File: config.mk
export PLATFORM = sky130hd
export DESIGN_NAME = mult_arbiter
export DESIGN_NICKNAME = d
export VERILOG_FILES = /design/src/rtl/mult_arbiter.sv
export SDC_FILE = /design/constraint.sdc
export NUM_CORES = 1
export LEC_CHECK = 0
export CAP_MARGIN = 20
export CELL_PAD_IN_SITES_DETAIL_PLACEMENT = 2
export CELL_PAD_IN_SITES_GLOBAL_PLACEMENT = 2
export CORE_MARGIN = 8
export CORE_UTILIZATION = 39
export CTS_CLUSTER_DIAMETER = 200
export DETAILED_ROUTE_END_ITERATION = 6
export DONT_BUFFER_PORTS = 1
export PLACE_DENSITY_LB_ADDON = 0.1
export SETUP_SLACK_MARGIN = 0.4
export SLEW_MARGIN = 20
export SYNTH_ARGS = -nofsm -noshare
export SYNTH_HDL_FRONTEND = slang
export SYNTH_SLANG_ARGS = --single-unit
File: constraint.sdc
create_clock -name clk -period 2.5 [get_ports clk]
set_input_delay 0.5 -clock clk [delete_from_list [all_inputs] [get_ports clk]]
set_output_delay 0.5 -clock clk [all_outputs]
set_load 0.05 [all_outputs]
File: src/rtl/mult_arbiter.sv
// mult_arbiter: two requesters share one shift-add multiplier.
// Ties are broken against the last-served requester; each operation runs exactly W iterations.
module mult_arbiter #(
  parameter int unsigned W = 8
) (
  input  logic             clk,
  input  logic             rst,
  input  logic             req0,
  input  logic [W-1:0]     a0,
  input  logic [W-1:0]     b0,
  input  logic             req1,
  input  logic [W-1:0]     a1,
  input  logic [W-1:0]     b1,
  output logic [1:0]       gnt,
  output logic             busy,
  output logic             done,
  output logic             id,
  output logic [2*W-1:0]   p
);

  localparam int unsigned NW = $clog2(W + 1);

  typedef enum logic [2:0] {
    StIdle,
    StLoad,
    StCheck,
    StAdd,
    StShift,
    StDone
  } state_e;

  state_e          state_q, state_d;
  logic [2*W-1:0]  a_q, a_d;
  logic [2*W-1:0]  acc_q, acc_d;
  logic [2*W-1:0]  p_q, p_d;
  logic [W-1:0]    b_q, b_d;
  logic [NW-1:0]   n_q, n_d;
  logic            last_q, last_d;
  logic            id_q, id_d;
  logic            done_q, done_d;
  logic [1:0]      gnt_q, gnt_d;

  logic            sel;
  logic [W-1:0]    a_sel;
  logic [W-1:0]    b_sel;

  // A lone requester always wins; on a tie the one not served last time wins.
  assign sel   = (req0 && req1) ? ~last_q : req1;
  assign a_sel = sel ? a1 : a0;
  assign b_sel = sel ? b1 : b0;

  always_comb begin
    state_d = state_q;
    a_d     = a_q;
    b_d     = b_q;
    acc_d   = acc_q;
    n_d     = n_q;
    last_d  = last_q;
    id_d    = id_q;
    p_d     = p_q;
    gnt_d   = 2'b00;
    done_d  = 1'b0;
    unique case (state_q)
      StIdle: begin
        if (req0 || req1) begin
          a_d     = {{W{1'b0}}, a_sel};
          b_d     = b_sel;
          acc_d   = '0;
          n_d     = NW'(W);
          id_d    = sel;
          last_d  = sel;
          gnt_d   = sel ? 2'b10 : 2'b01;
          state_d = StLoad;
        end
      end
      StLoad: state_d = StCheck;
      StCheck: begin
        if (n_q == '0) begin
          p_d     = acc_q;
          done_d  = 1'b1;
          state_d = StDone;
        end else if (b_q[0]) begin
          state_d = StAdd;
        end else begin
          state_d = StShift;
        end
      end
      StAdd: begin
        acc_d   = acc_q + a_q;
        state_d = StShift;
      end
      StShift: begin
        a_d     = a_q << 1;
        b_d     = b_q >> 1;
        n_d     = n_q - NW'(1);
        state_d = StCheck;
      end
      StDone: state_d = StIdle;
      default: state_d = StIdle;
    endcase
  end

  always_ff @(posedge clk or posedge rst) begin
    if (rst) begin
      state_q <= StIdle;
      a_q     <= '0;
      b_q     <= '0;
      acc_q   <= '0;
      n_q     <= '0;
      last_q  <= 1'b1;
      id_q    <= 1'b0;
      p_q     <= '0;
      gnt_q   <= 2'b00;
      done_q  <= 1'b0;
    end else begin
      state_q <= state_d;
      a_q     <= a_d;
      b_q     <= b_d;
      acc_q   <= acc_d;
      n_q     <= n_d;
      last_q  <= last_d;
      id_q    <= id_d;
      p_q     <= p_d;
      gnt_q   <= gnt_d;
      done_q  <= done_d;
    end
  end

  assign gnt  = gnt_q;
  assign done = done_q;
  assign id   = id_q;
  assign p    = p_q;
  assign busy = (state_q != StIdle);

endmodule

Yosys cells after proc, flatten, opt, wreduce, memory -nomap -nowiden
Cells that the tools add are included.
{"block": "classes", "n_addsub": 2, "n_eq_ne": 5, "mux": 20, "bitwise_logic": 1, "reduce_logical": 12}
{"operator": "16-bit case mux with 2 select lines", "count": 2}
{"operator": "16-bit 2-to-1 mux", "count": 2}
{"operator": "8-bit 2-to-1 mux", "count": 3}
{"operator": "16-bit adder", "count": 1}
{"operator": "8-bit case mux with 2 select lines", "count": 1}
{"operator": "3-bit case mux with 4 select lines", "count": 1}
{"operator": "3-bit 2-to-1 mux", "count": 3}
{"operator": "4-bit case mux with 2 select lines", "count": 1}
{"operator": "2-bit AND reduction", "count": 4}
{"operator": "3-bit by 2-bit equality test with 1-bit output (second input constant)", "count": 2}
{"operator": "2-bit 2-to-1 mux", "count": 3}
{"operator": "4-bit zero test", "count": 1}
{"operator": "4-bit 2-to-1 mux", "count": 1}
{"operator": "2-bit nonzero test", "count": 2}
{"operator": "4-bit by 1-bit subtractor with 4-bit output (second input constant)", "count": 1}
{"operator": "3-bit by 1-bit equality test with 1-bit output (second input constant)", "count": 1}
{"operator": "3-bit equality test (second input constant)", "count": 1}
{"operator": "3-bit zero test", "count": 1}
{"operator": "1-bit 2-to-1 mux", "count": 3}
{"operator": "3-bit nonzero test", "count": 1}
{"operator": "2-bit inequality test (second input constant)", "count": 1}
{"operator": "2-bit OR reduction", "count": 1}
{"operator": "1-bit logical AND", "count": 1}
{"operator": "1-bit logical OR", "count": 1}
{"operator": "1-bit inverter", "count": 1}
{"block": "totals", "regBits": 68, "output_inout_bits": 21}

Depth between registers and ports, before layout
Gate-level depths: netlist (run 1).
{"block": "logic_depth", "ltp_word": 5, "mapped_depth": 10, "mapped_depth_nobuf": 10}

Worst setup path after synthesis (run 1)
No wires, ideal clock.
{"block": "synth_timing", "path_type": "reg2reg", "start": "register a_q[0]", "end": "register acc_q[14]", "setup_ps": 133, "arrival_ps": 1974, "required_time_ps": 2367, "slack_ps": 393, "stages_incl_launch_ff": 11, "n_path_buf": 0, "path_cell_list": "dfrtp_1 -> ha_1 -> inv_1 -> fa_1 -> and2b_1 -> o2111ai_1 -> a21oi_1 -> o21ai_0 -> o21ai_0 -> xnor2_1 -> o21ai_0"}
{"block": "synth_via", "elab_chain_cells": 2}
{"item": "start, declared", "line_no": "33", "source": "logic [2*W-1:0] a_q, a_d;"}
{"item": "start signal, assigned", "line_no": "106", "source": "a_q <= '0;"}
{"item": "start signal, assigned", "line_no": "117", "source": "a_q <= a_d;"}
{"item": "16-bit adder", "line_no": "89", "source": "acc_d = acc_q + a_q;"}
{"item": "16-bit case mux with 2 select lines", "line_no": "63", "source": "unique case (state_q)"}
{"item": "end signal, assigned", "line_no": "108", "source": "acc_q <= '0;"}
{"item": "end signal, assigned", "line_no": "119", "source": "acc_q <= acc_d;"}
{"item": "end, declared", "line_no": "34", "source": "logic [2*W-1:0] acc_q, acc_d;"}
Every way passes these cells.
A chain may end at the register's enable or synchronous reset.

Final worst setup path (run 1)
{"block": "layout_timing", "start": "register a_q[1]", "end": "register acc_q[14]"}
Same word-level chain as after synthesis.

==> results of run 1 <==
==> state kept, by name (all words and copies together), names as in the netlist, 2 cells and up <==
| name | count |
|---|---|
| p | 16 |
| acc_q | 16 |
| state_q | 3 |
| b_q | 8 |
| n_q | 4 |
| a_q | 16 |
| gnt | 2 |
==> cell usage after synthesis, types with 2 or more instances <==
| cell type | n |
|---|---|
| a211oi_1 | 2 |
| a21o_1 | 9 |
| a21oi_1 | 12 |
| a22oi_1 | 14 |
| a31oi_1 | 2 |
| buf_1 | 2 |
| buf_2 | 5 |
| clkbuf_1 | 10 |
| dfrtp_1 | 67 |
| ha_1 | 17 |
| inv_1 | 11 |
| mux2i_1 | 19 |
| nand2_1 | 72 |
| nand3_1 | 28 |
| nand3b_1 | 2 |
| nand4_1 | 2 |
| nor2_1 | 13 |
| nor3_1 | 2 |
| nor3b_1 | 3 |
| o21ai_0 | 40 |
| o21bai_1 | 2 |
| o31ai_1 | 3 |
| xnor2_1 | 5 |
| xor2_1 | 6 |
==> layer usage <==
metal | track usage (%) | vias up | wire length (um)
met5 | 0 | - | 0
met4 | 6.67 | 0 | 228
met3 | 3.19 | 16 | 333
met2 | 28.3 | 68 | 5330
met1 | 20.5 | 1419 | 4550
li1 | - | 1323 | -
==> metrics by stage <==
stage | total power [mW] | hold WS, ps | instances | instance area [um2] | setup slack (ps)
global placement | 3.60 | 473 | 466 | 3650 | 222
finish | 5.15 | 78.4 | 499 | 4150 | 293
detailed placement | 3.73 | 479 | 466 | 3650 | 145
CTS | 5.00 | 99.5 | 491 | 4030 | 333
global route | 5.47 | 128 | 499 | 4150 | 193
floorplan | 3.22 | 445 | 365 | 3490 | 435
==> cells by family (layout without fill, tap and decap cells) <==
family	Yosys count	after routing	share of synthesized area, %
compound gates	92	92	16.6
xor+xnor	11	11	2.76
fa+ha+maj	18	18	6.67
buf+inv	28	54	3.19
flops	68	68	48.8
mux	20	20	5.77
simple gates	128	128	16.2
==> area by class of cell <==
type                       instances  area share (%)
clock buffer                      10            3.07
clock inverter                     6            2.14
inverter                          11            1.08
multi-input combinational        269            44.2
sequential                        68            41.0
tap                              108            3.25
timing repair buffer              27            5.27
==> what timing repair did <==
action | CTS | global route
endpoints found under the setup margin | 8 | 33
gates resized for setup | 17 | 15
setup buffers | 9 | 8
cloned | 0 | 0
pin swaps | 14 | 10
==> power by group through the flow <==
stage / Combinational, mW / Sequential, mW / Clock [mW]
final: 1.97 / 2.18 / 1.00
after global routing: 2.18 / 2.23 / 1.07
after CTS: 1.80 / 2.17 / 1.03
after detailed placement: 1.57 / 2.16 / 0
after global placement: 1.47 / 2.13 / 0
after floorplan: 1.19 / 2.02 / 0
==> worst paths after layout <==
| path | startpoint | end | slack [ps] | cells after the start |
|---|---|---|---|---|
| worst max register to register | a_q[1] | acc_q[14] | 290 | 10 |
| worst max-delay path | a_q[1] | acc_q[14] | 290 | 10 |
| min in group clk | req0 | last_q | 210 | 1 |
| max in group asynchronous | rst | a_q[2] | 1850 | 2 |
| worst min-delay path | rst | p[12] | 80 | 1 |
| worst min register to register | acc_q[15] | acc_q[15] | 510 | 1 |
==> results.yml, run 1 <==
finish:
  layout_commonest_cell: "nand2_1"
  seq_area_um2: 1700
  layout-drive-gt1-share_pct: 19.2
  final_util_pct: 47.9
  layout_common_cells: "71 x nand2_1, 66 x dfrtp_1, 36 x o21ai_0"
  multi_input_area_um2: 1830
  layout.nets: 440
  nFillCells: 927
  diodes: 0
  syn2layout_area_growth_pct: 19.1
synthesis:
  synthTopCellsByArea: "dfrtp_1 48%, nand2_1 7.7%, ha_1 6.1%"
  yosysTopAreaCellShare_pct: 48.1
  synth_nets: 419
  syn_avg_cell_area_um2: 9.56
  synth-edff-count: 0
  syn_inst: 365
  synth_largest_area_cell: "dfrtp_1"
  synthArstFlopShare_pct: 100
  synth_seq_area_share_pct: 48.8
  synth_warnings: 0
  yosysUniqueCellTypes: 41
  ys_ff_latch: 68
  ys.flop_type: "dfrtp_1"
  mappedNetlistArea_um2: 3490
power_and_ir_drop:
  switching_share_pct: 44.6
  pwr-share-comb_pct: 38.3
  clockPowerShare_pct: 19.5
  power_density_nw_per_um2: 1240
  internal-power_mw: 2.85
  ir_worst_vdd_mv: 0.532
  leakage_nw: 2.00
  pwr-share-seq_pct: 42.3
  p_sw_mw: 2.30
grt:
  grt_antenna_before_repair: 0
  grt_max_degree: 33
  grt_pass1_wl_um: 16800
  grt_usage_pct: 16.8
  overflow: 0
  grt_pass1_vias: 3173
floorplanning:
  core_um2: 8680
  pin_count: 57
  die_area_um2: 12200
  row_count: 34
  die_y_um: 111
  die_width_um: 111
  start_util_pct: 40.2
worst_setup_path:
  cp_max_fo: 3
  path_class: "register to register"
  path_common_cell: "o21ai_2"
  crit_chain: "buf_4, inv_1, fa_2, and2b_2, o2111ai_4, a21oi_2, o21ai_2, o21ai_2, xnor2_1, o21ai_1"
  arrival_ps: 2440
  start_kind: "register"
  required_ps: 2730
  slowest_delay_ps: 390
  crit_buf_inv: 2
  slowest_stage: "dfrtp_1"
  worstSetupEndpointType: "register"
  cp_top_family: "compound AO/OA/AOI/OAI gates"
placed_design:
  dp_hpwl_um: 7020
  io_buffers: 0
  globalplace.congestion: 0.751
routing:
  num_vias: 2826
  vias_per_cell: 5.66
  drtPass1Iterations: 4
  drt_iter0_markers: 47
  antenna_left: 0
  remaining_drc_errors: 0
  wire_per_inst_um: 20.9
  routed_wl_um: 10400
sta:
  setup_viol: 0
  finalCriticalPeriod_ps: 2210
  tns_ps: 0
  finClkSkew_ps: 9.04
  slew_violations: 0
  finalCritPeriodShare_pct: 88.3
  relSlewSlack_pct: 57.9
  worstMarginPinSlew_ps: 630
  hold_viol: 0
  rsz0062_at_grt: "yes"
  clock.fmax_mhz: 453
cts:
  postCtsHoldBufs: 0
  cts_buffer_depth: 2
  clk_latency_ps: 350
  cts_buffers: 9
  cts_tree: "yes"
  clock_sinks: 68
  h-tree-depth: 3
  cts-root-buf: "clkbuf_8"
  clk_pin_slew_ps: 80
flow_run:
  drv_cap: 0
status:
  run_status: "completed"
worst_hold_path:
  min_path_type: "input port to async pin"
No activity file was read; power rests on OpenSTA's default activity.
==> run 2, diff against run 1 <==
CAP_MARGIN = default   (was 20)
==> results of run 2 <==
Final layout, timing and power as in run 1 (identical DEF).
